File: src/rtl/cond_exec_stage_pkg.sv
// Shared constants and types for the conditional-execute stage:
// condition codes, NZCV bit positions and the D->E control bundle.
package cond_exec_stage_pkg;

    localparam logic [3:0] COND_EQ = 4'b0000;
    localparam logic [3:0] COND_NE = 4'b0001;
    localparam logic [3:0] COND_CS = 4'b0010;
    localparam logic [3:0] COND_CC = 4'b0011;
    localparam logic [3:0] COND_MI = 4'b0100;
    localparam logic [3:0] COND_PL = 4'b0101;
    localparam logic [3:0] COND_VS = 4'b0110;
    localparam logic [3:0] COND_VC = 4'b0111;
    localparam logic [3:0] COND_HI = 4'b1000;
    localparam logic [3:0] COND_LS = 4'b1001;
    localparam logic [3:0] COND_GE = 4'b1010;
    localparam logic [3:0] COND_LT = 4'b1011;
    localparam logic [3:0] COND_GT = 4'b1100;
    localparam logic [3:0] COND_LE = 4'b1101;
    localparam logic [3:0] COND_AL = 4'b1110;
    localparam logic [3:0] COND_NV = 4'b1111;

    localparam int FLAG_N = 3;
    localparam int FLAG_Z = 2;
    localparam int FLAG_C = 1;
    localparam int FLAG_V = 0;

    typedef struct packed {
        logic       pcsrc;
        logic       regwrite;
        logic       memtoreg;
        logic       memwrite;
        logic       branch;
        logic       alusrc;
        logic [1:0] alucontrol;
        logic [1:0] flagwrite;
        logic [3:0] cond;
    } ctrl_t;

    // A bubble carries no side effects and an always-true condition.
    localparam ctrl_t CTRL_BUBBLE = '{
        pcsrc: 1'b0, regwrite: 1'b0, memtoreg: 1'b0, memwrite: 1'b0,
        branch: 1'b0, alusrc: 1'b0, alucontrol: 2'b00, flagwrite: 2'b00,
        cond: COND_AL
    };

endpackage

File: src/rtl/cond_exec_stage_cond_check.sv
// Combinational condition evaluator: decides whether an instruction with
// condition field Cond executes given the architectural NZCV flags.
module cond_check
    import cond_exec_stage_pkg::*;
(
    input  logic [3:0] Cond,
    input  logic [3:0] Flags,
    output logic       CondEx
);

    logic n, z, c, v, ge;

    assign n  = Flags[FLAG_N];
    assign z  = Flags[FLAG_Z];
    assign c  = Flags[FLAG_C];
    assign v  = Flags[FLAG_V];
    assign ge = (n == v);

    always_comb begin
        CondEx = 1'b0;
        case (Cond)
            COND_EQ: CondEx = z;
            COND_NE: CondEx = ~z;
            COND_CS: CondEx = c;
            COND_CC: CondEx = ~c;
            COND_MI: CondEx = n;
            COND_PL: CondEx = ~n;
            COND_VS: CondEx = v;
            COND_VC: CondEx = ~v;
            COND_HI: CondEx = c & ~z;
            COND_LS: CondEx = ~c | z;
            COND_GE: CondEx = ge;
            COND_LT: CondEx = ~ge;
            COND_GT: CondEx = ~z & ge;
            COND_LE: CondEx = z | ~ge;
            COND_AL: CondEx = 1'b1;
            default: CondEx = 1'b0;
        endcase
    end

endmodule

File: src/rtl/cond_exec_stage.sv
// Execute-stage control: D->E pipeline register, NZCV flag register and
// condition gating of the side-effecting controls.
module cond_exec_stage
    import cond_exec_stage_pkg::*;
#(
    parameter logic [3:0] FLAGS_RST = 4'b0000
) (
    input  logic       clk,
    input  logic       reset,
    input  logic       StallE,
    input  logic       FlushE,
    input  logic       PCSrcD,
    input  logic       RegWriteD,
    input  logic       MemtoRegD,
    input  logic       MemWriteD,
    input  logic       BranchD,
    input  logic       ALUSrcD,
    input  logic [1:0] ALUControlD,
    input  logic [1:0] FlagWriteD,
    input  logic [3:0] CondD,
    input  logic [3:0] ALUFlags,
    output logic       PCSrcEC,
    output logic       RegWriteEC,
    output logic       MemWriteEC,
    output logic       BranchTakenE,
    output logic       MemtoRegE,
    output logic       ALUSrcE,
    output logic [1:0] ALUControlE,
    output logic       CondExE,
    output logic [3:0] FlagsE
);

    ctrl_t      ctrl_q, ctrl_d;
    logic [3:0] flags_q, flags_d;
    logic       wr_nz, wr_cv;

    always_ff @(posedge clk or negedge reset) begin
        if (!reset) begin
            ctrl_q  <= CTRL_BUBBLE;
            flags_q <= FLAGS_RST;
        end else begin
            ctrl_q  <= ctrl_d;
            flags_q <= flags_d;
        end
    end

    // Flush takes priority over stall so a bubble always enters E.
    always_comb begin
        ctrl_d = ctrl_q;
        if (FlushE) begin
            ctrl_d = CTRL_BUBBLE;
        end else if (!StallE) begin
            ctrl_d = '{
                pcsrc: PCSrcD, regwrite: RegWriteD, memtoreg: MemtoRegD,
                memwrite: MemWriteD, branch: BranchD, alusrc: ALUSrcD,
                alucontrol: ALUControlD, flagwrite: FlagWriteD, cond: CondD
            };
        end
    end

    cond_check u_cond_check (
        .Cond   (ctrl_q.cond),
        .Flags  (flags_q),
        .CondEx (CondExE)
    );

    // A stalled E instruction is re-presented next cycle, so it only
    // writes flags on the edge where it actually leaves E.
    assign wr_nz = ctrl_q.flagwrite[1] & CondExE & ~StallE;
    assign wr_cv = ctrl_q.flagwrite[0] & CondExE & ~StallE;

    always_comb begin
        flags_d = flags_q;
        if (wr_nz) begin
            flags_d[FLAG_N] = ALUFlags[FLAG_N];
            flags_d[FLAG_Z] = ALUFlags[FLAG_Z];
        end
        if (wr_cv) begin
            flags_d[FLAG_C] = ALUFlags[FLAG_C];
            flags_d[FLAG_V] = ALUFlags[FLAG_V];
        end
    end

    assign PCSrcEC      = ctrl_q.pcsrc    & CondExE;
    assign RegWriteEC   = ctrl_q.regwrite & CondExE;
    assign MemWriteEC   = ctrl_q.memwrite & CondExE;
    assign BranchTakenE = ctrl_q.branch   & CondExE;
    assign MemtoRegE    = ctrl_q.memtoreg;
    assign ALUSrcE      = ctrl_q.alusrc;
    assign ALUControlE  = ctrl_q.alucontrol;
    assign FlagsE       = flags_q;

endmodule

File: config.mk
export PLATFORM = sky130hd
export DESIGN_NAME = cond_exec_stage
export DESIGN_NICKNAME = d
export VERILOG_FILES = /design/src/rtl/cond_exec_stage_pkg.sv /design/src/rtl/cond_exec_stage_cond_check.sv /design/src/rtl/cond_exec_stage.sv
export SDC_FILE = /design/constraint.sdc
export NUM_CORES = 1
export LEC_CHECK = 0
export CORE_UTILIZATION = 44
export DETAILED_ROUTE_END_ITERATION = 6
export GPL_ROUTABILITY_DRIVEN = 0
export PLACE_DENSITY = 0.89
export SLEW_MARGIN = 20
export SYNTH_ARGS = -nofsm -noshare
export SYNTH_HDL_FRONTEND = slang
export SYNTH_SLANG_ARGS = --single-unit
File: constraint.sdc
create_clock -name clk -period 2.8 [get_ports clk]
set_input_delay 0.42 -clock clk [delete_from_list [all_inputs] [get_ports clk]]
set_output_delay 0.42 -clock clk [all_outputs]
set_load 0.1 [all_outputs]
==> impl_results.md <==
* Clock-pin slew reported for the worst setup and hold paths after clock tree synthesis at 100 ps
* CTS H-tree lvls at 1
* Routed via count at 830
* Total leakage power at 0.660 nW
* Pre-Repair DR Iteration Count at 4
* Detailed router's first-iteration violation count at 7
* Routed Wire Length at 2250 um
* Outcome: finished clean
* PnR Total Power at 0.00107 W
* IO buf count at 34
* Die Height at 49.8 um
* Number of standard cells in the final layout excluding fillers at 155
* Cells taking the most area after synthesis: sky130_fd_sc_hd__dfrtp_1 (37%), sky130_fd_sc_hd__mux2i_1 (13%), sky130_fd_sc_hd__dfstp_2 (7.8%)
* Worst slew margin at 45.1%
* Warning count from the yosys run at 0
* Grt ovf at 0
* Residual DRC count at 0
* Tightest Hold Check Type: register to register
* Type of element capturing the critical path: output port
* Hold Violations, Final at 0
* Tot GR Track Use at 20.1%
* Total of hold buffers inserted after clock tree synthesis at 0
* Placeable core area at 2060 um^2
* Synth cell types at 32
* Proportion of layout cells with a drive suffix above 1 at 30.5%
* Max-slew violation count at 0
* Finished Cell Area at 1460 um^2
* Period utilization at 94.6%
* X dimension of the die at 49.8 um
* Growth of design area from synthesis to finish at 45.5%
* CP Data Required Time at 2380 ps
* Arrival time at the worst endpoint at 2230 ps
* Area after detailed placement at 1390 um^2
* Antenna viol nets, final at 0
* Leading cell type in the layout, fill and taps excluded: sky130_fd_sc_hd__clkdlybuf4s50_1
* Maximum clock insertion buffer count at 2
* Library cell used as clock root buffer: sky130_fd_sc_hd__clkbuf_4
* Commonest non-fill, non-tap cells in the layout: sky130_fd_sc_hd__clkdlybuf4s50_1 (21), sky130_fd_sc_hd__nor2_1 (13), sky130_fd_sc_hd__mux2i_1 (13), sky130_fd_sc_hd__buf_4 (13), sky130_fd_sc_hd__dfrtp_1 (11)
* Worst-case hold slack at 536 ps
* Vias per std cell at 5.35
* Final Critical Period at 2650 ps
* Share of the yosys chip area belonging to registers at 45.1%
* TritonCTS Buffers at 3
* Proportion of netlist area held by the largest area contributor at 37.3%
* Kind of launch point of the worst setup path: register
* Post-detailed-placement half-perimeter wirelength at 1680 um
* Largest net degree at the start of global routing at 19
* Placed insts at 147
* Number of global-route vias before repair at 849
* Number of setup violations in the final report at 0
* Worst Max-Slew Pin Slew at 822 ps
* Number of storage elements in the synthesis netlist at 18
* Number of rows in the core area at 16
* Clock latency of the later-clocked register in the worst-skew pair at 290 ps
* Floorplan die area at 2480 um^2
* Instance count of the mapped netlist at 93
* # clock sinks at 18
* Starting Density at 48.8%
* TritonCTS clock tree: done
* First-pass GRT wire length at 3780 um
* Net count after synthesis at 115
* Number of antenna violations at the first check in global routing at 0
* Routed length per instance at 14.5 um
* Class of the most critical setup path: register to output port
* Power per Cell Area at 730 nW/um^2
* Dominant cell type by area after synthesis: sky130_fd_sc_hd__dfrtp_1
* Post-synthesis cell area at 1010 um^2
* Number of nets in the final layout at 151
* Setup repair after global routing missed its margin: false
* Maximum vdd ir drop at 0.687 mV
* IO Pins at 35
* Antenna diode count at 0
* Highest clock rate at 378 MHz
* Maximum net fanout on the critical path at 5
* Mean cell area of the mapped netlist at 10.8 um^2
* Number of violations of the max-capacitance limit at 0
* Final setup skew at 4.12 ps
stage by stage:
stage	setup TNS, ps	setup WS [ps]	util, %
finish	0	152	71.0
floorplan	-238	-59.6	-
CTS	0	44.0	69.2
global placement	0	449	67.4
global route	0	40.5	71.0
detailed placement	0	395	67.4
cell type report:
| type | count | area (um^2) |
|---|---|---|
| inverter | 3 | 11.3 |
| multi-input combinational | 64 | 515 |
| timing repair buffer | 39 | 408 |
| sequential | 18 | 459 |
| fill | 153 | 598 |
| clock buffer | 4 | 36.3 |
| tap | 27 | 33.8 |
state kept, by name, summed over array words and instances, names as in the netlist:
name and count:
ALUControlE 2, MemtoRegE 1, ALUSrcE 1, ctrl_q 10
FlagsE 4
per-layer routing:
layer / vias to the layer above / track usage (%) / share of wire, %
met2: 27 / 34.7 / 52
li1: 396 / - / -
met4: 0 / 10.0 / 0.45
met5: - / 0 / 0
met1: 405 / 23.7 / 42
met3: 2 / 3.70 / 5.2
final timing paths:
check / cells after the start / endpoint / slack [ps] / start
worst max-delay path: 6 / RegWriteEC / 150 / ctrl_q[2]
worst min-delay path: 2 / ctrl_q[13] / 540 / ctrl_q[13]
worst max register to register: 6 / FlagsE[3] / 570 / ctrl_q[2]
worst min register to register: 2 / ctrl_q[13] / 540 / ctrl_q[13]
max in group asynchronous: 1 / FlagsE[3] / 1640 / reset
min in group asynchronous: 1 / ALUSrcE / 590 / reset
power breakdown:
group	internal, W	switching (W)	leakage, nW
Sequential	0.000303	0.0000508	0.221
Clock	0.0000792	0.0000796	0.0210
Combinational	0.000181	0.000374	0.418
Total	0.000564	0.000504	0.660
cells by family (layout without fill, tap and decap cells):
| logic type | Yosys count | count (layout) | synth area share, % |
|---|---|---|---|
| DFF | 18 | 18 | 45.1 |
| xor gates and xnor gates | 2 | 2 | 1.74 |
| AOI/OAI and AO/OA | 11 | 11 | 10.7 |
| buffers and inverters | 11 | 46 | 6.09 |
| muxes | 18 | 18 | 18.5 |
| and+or+nand+nor | 33 | 33 | 17.8 |
synth_stat cells:
cell type / count
sky130_fd_sc_hd__or4_1: 1
sky130_fd_sc_hd__o21ai_0: 1
sky130_fd_sc_hd__and2_1: 5
sky130_fd_sc_hd__a311oi_2: 2
sky130_fd_sc_hd__o311ai_2: 1
sky130_fd_sc_hd__mux2_1: 5
sky130_fd_sc_hd__and3_1: 1
sky130_fd_sc_hd__a211o_1: 3
sky130_fd_sc_hd__mux2i_1: 13
sky130_fd_sc_hd__o311a_2: 1
sky130_fd_sc_hd__nor2_1: 13
sky130_fd_sc_hd__dfrtp_1: 15
sky130_fd_sc_hd__nand2_1: 1
sky130_fd_sc_hd__nand3_1: 2
sky130_fd_sc_hd__dfstp_2: 3
sky130_fd_sc_hd__xor2_1: 1
sky130_fd_sc_hd__and4b_1: 1
sky130_fd_sc_hd__a21oi_1: 1
sky130_fd_sc_hd__nor2b_1: 3
sky130_fd_sc_hd__nor3b_1: 2
sky130_fd_sc_hd__buf_6: 1
sky130_fd_sc_hd__buf_2: 1
sky130_fd_sc_hd__buf_1: 1
sky130_fd_sc_hd__nor4bb_1: 1
sky130_fd_sc_hd__buf_4: 3
sky130_fd_sc_hd__xnor2_1: 1
sky130_fd_sc_hd__inv_1: 3
sky130_fd_sc_hd__nor3_1: 1
sky130_fd_sc_hd__nand2b_1: 2
sky130_fd_sc_hd__o32ai_1: 1
sky130_fd_sc_hd__clkbuf_1: 2
sky130_fd_sc_hd__o21ai_1: 1
critical path: stages, from the launching register on:
cell and delay [ps]:
sky130_fd_sc_hd__dfstp_2 580, sky130_fd_sc_hd__and2_1 170, sky130_fd_sc_hd__o21ai_0 140, sky130_fd_sc_hd__o311ai_2 430
sky130_fd_sc_hd__nand3_4 170, sky130_fd_sc_hd__and2_2 260, sky130_fd_sc_hd__buf_12 170
what timing repair did:
action,4_1_cts,5_1_grt
buffers inserted,0,4
resized for setup,0,1
setup endpoints to repair,0,4
No activity file was read; power rests on OpenSTA's default activity.
==> edit, RTL diff (same flow settings) <==
Make the reset (`reset`) synchronous in one clocked block.
--- a/src/rtl/cond_exec_stage.sv
+++ b/src/rtl/cond_exec_stage.sv
@@ -34,7 +34,7 @@
     logic [3:0] flags_q, flags_d;
     logic       wr_nz, wr_cv;
 
-    always_ff @(posedge clk or negedge reset) begin
+    always_ff @(posedge clk) begin
         if (!reset) begin
             ctrl_q  <= CTRL_BUBBLE;
             flags_q <= FLAGS_RST;
Check against the original RTL: differs if reset is asserted again (counterexample within 4 cycles, from zero or initial values and one cycle with reset low); with reset held inactive, the same outputs for 10 cycles.
==> edit against the unedited design <==
Sequential cell count unchanged. Critical path depth stayed put. Design area shrank 7.9%. Wire length down 8.1%. Worst setup slack better by 0.0039 ns. Sequential share of layout area decreased by 4.1 points. Area after synthesis decreased by 6.1%. Largest cell class unchanged.
Power is not compared: it rests on default switching activity, and its combinational part moved more than twofold at a synthesized area within 25%.
==> edit: results (changes against the unedited design) <==
reg2reg_depth: 5  # was 6
rr_startpoint: "ctrl_q[0]"  # was ctrl_q[2]
via_per_inst: 5.109  # was 5.355
drt-met1-wl_um: 894  # was 951 µm
async_reset_ff_share_pct: 0  # was 100.0%
min_to: "ctrl_q[12]"  # was ctrl_q[13]
wl_met2_um: 1052  # was 1168 µm
top_layer: "met4"  # unchanged
yosys-top-cells-count: "18 x dfxtp_1, 16 x mux2i_1, 11 x nor2_1"  # was 15 x dfrtp_1, 13 x mux2i_1, 13 x nor2_1
seq_area_frac_synth_pct: 38.15  # was 45.15%
drive_gt1_share_pct: 24.03  # was 30.47%
first_pass_iters: 3  # was 4
place_hpwl_um: 1605  # was 1683 µm
ys_types: 29  # was 32
grt_pass1_wl_um: 3636  # was 3781 µm
met3_length_um: 102  # was 116 µm
hp-start: "ctrl_q[12]"  # was ctrl_q[13]
r2r_slack_ns: 0.95  # was 0.57 ns
finalWirelength_um: 2064  # was 2247 µm
ys.warnings.count: 0  # unchanged
grt_usage_pct: 19.99  # was 20.12%
skew_ns: 0.004676  # was 0.004124 ns
yosys_most_used_dff: "dfxtp_1"  # was dfrtp_1
cts_setup_buffers: 0  # unchanged
grt_max_degree: 15  # was 19
cts_buffer_depth: 2  # unchanged
worstPathMaxFanout: 8  # was 5
antenna_cells: 0  # unchanged
largest_register: "ctrl_q"  # unchanged
postPlaceCellArea_mm2: 0.001321  # was 0.001390 mm²
cpPeakStageDelay_ns: 0.48  # was 0.58 ns
grt_pass1_vias: 838  # was 849
fillCellCount: 155  # was 153
drt_iter0_drc: 3  # was 7
cp_slowest_cell: "dfxtp_1"  # was dfstp_2
met2_usage_pct: 36.15  # was 34.68%
gr-usage-met1_pct: 22.70  # was 23.68%
antenna_found_initial: 0  # unchanged
crit_path_start: "ctrl_q[2]"  # unchanged
yosys-top-cells-area: "dfxtp_1 38%, mux2i_1 17%, a311oi_4 5.6%"  # was dfrtp_1 37%, mux2i_1 13%, dfstp_2 7.8%
r2r_end: "FlagsE[1]"  # was FlagsE[3]
areaGrowthSynthToFinish_pct: 42.65  # was 45.52%
synth_nets: 122  # was 115
final_nets: 152  # was 151
grt_use_met3_pct: 3.459  # was 3.704%
status: "finished, final reports clean"  # unchanged
relSlewSlack_pct: 59.81  # was 45.06%
path_delay_family: "compound AO/OA/AOI/OAI gates"  # was simple AND/OR/NAND/NOR gates
-- edit: cell count changes after synthesis, sizes merged, moves of 2 or more --
cell    unedited run  this run
dfstp              3         0
nor2              13        11
dfrtp             15         0
nand2              1        10
o21ai              2         0
clkbuf             2         5
mux2i             13        17
dfxtp              0        18
nor2b              3         5
mux2               5         1
-- edit: power by group through the flow --
stage	Clock [mW]	Combinational (mW)	Sequential, mW
after floorplan	0	0.0915	0.284
after global placement	0	0.146	0.277
after detailed placement	0	0.150	0.278
after CTS	0.136	0.150	0.272
after global routing	0.151	0.157	0.274
final	0.131	0.149	0.272
-- edit: area by class of cell --
class,count,area share (%)
clock buffers,4,1.950
flip-flops and latches,18,27.30
inverters,3,0.8357
multi-input cells,69,40.30
well taps,27,2.507
repair buffers,35,27.11
-- edit: worst max path at each step --
stage | endpoint | slack (ns) | cells after the start
final | BranchTakenE | 0.16 | 6
after global routing | MemWriteEC | 0.03 | 6
after CTS | BranchTakenE | 0.17 | 6
after detailed placement | BranchTakenE | 0.50 | 6
after global placement | BranchTakenE | 0.57 | 6
after floorplan | BranchTakenE | 0.002 | 5
-- edit: through the flow --
step	instances	worst slack, ns	power [mW]	hold WS, ns
2_1_floorplan	100	0.001851	0.3757	0.4547
3_3_place_gp	152	0.5731	0.4232	0.4699
3_5_place_dp	152	0.4951	0.4273	0.4762
4_1_cts	156	0.1661	0.5574	0.5002
5_1_grt	156	0.02969	0.5817	0.5380
6_report	156	0.1557	0.5518	0.4981
-- edit: cells by family (layout without fill, tap and decap cells) --
logic type	count (synthesis)	after routing	share of synthesized area [%]
muxes	18	18	19.60
and+or+nand+nor	38	38	20.53
xor gates and xnor gates	3	3	2.782
buffers and inverters	13	42	6.224
AOI/OAI and AO/OA	10	10	12.72
DFF	18	18	38.15
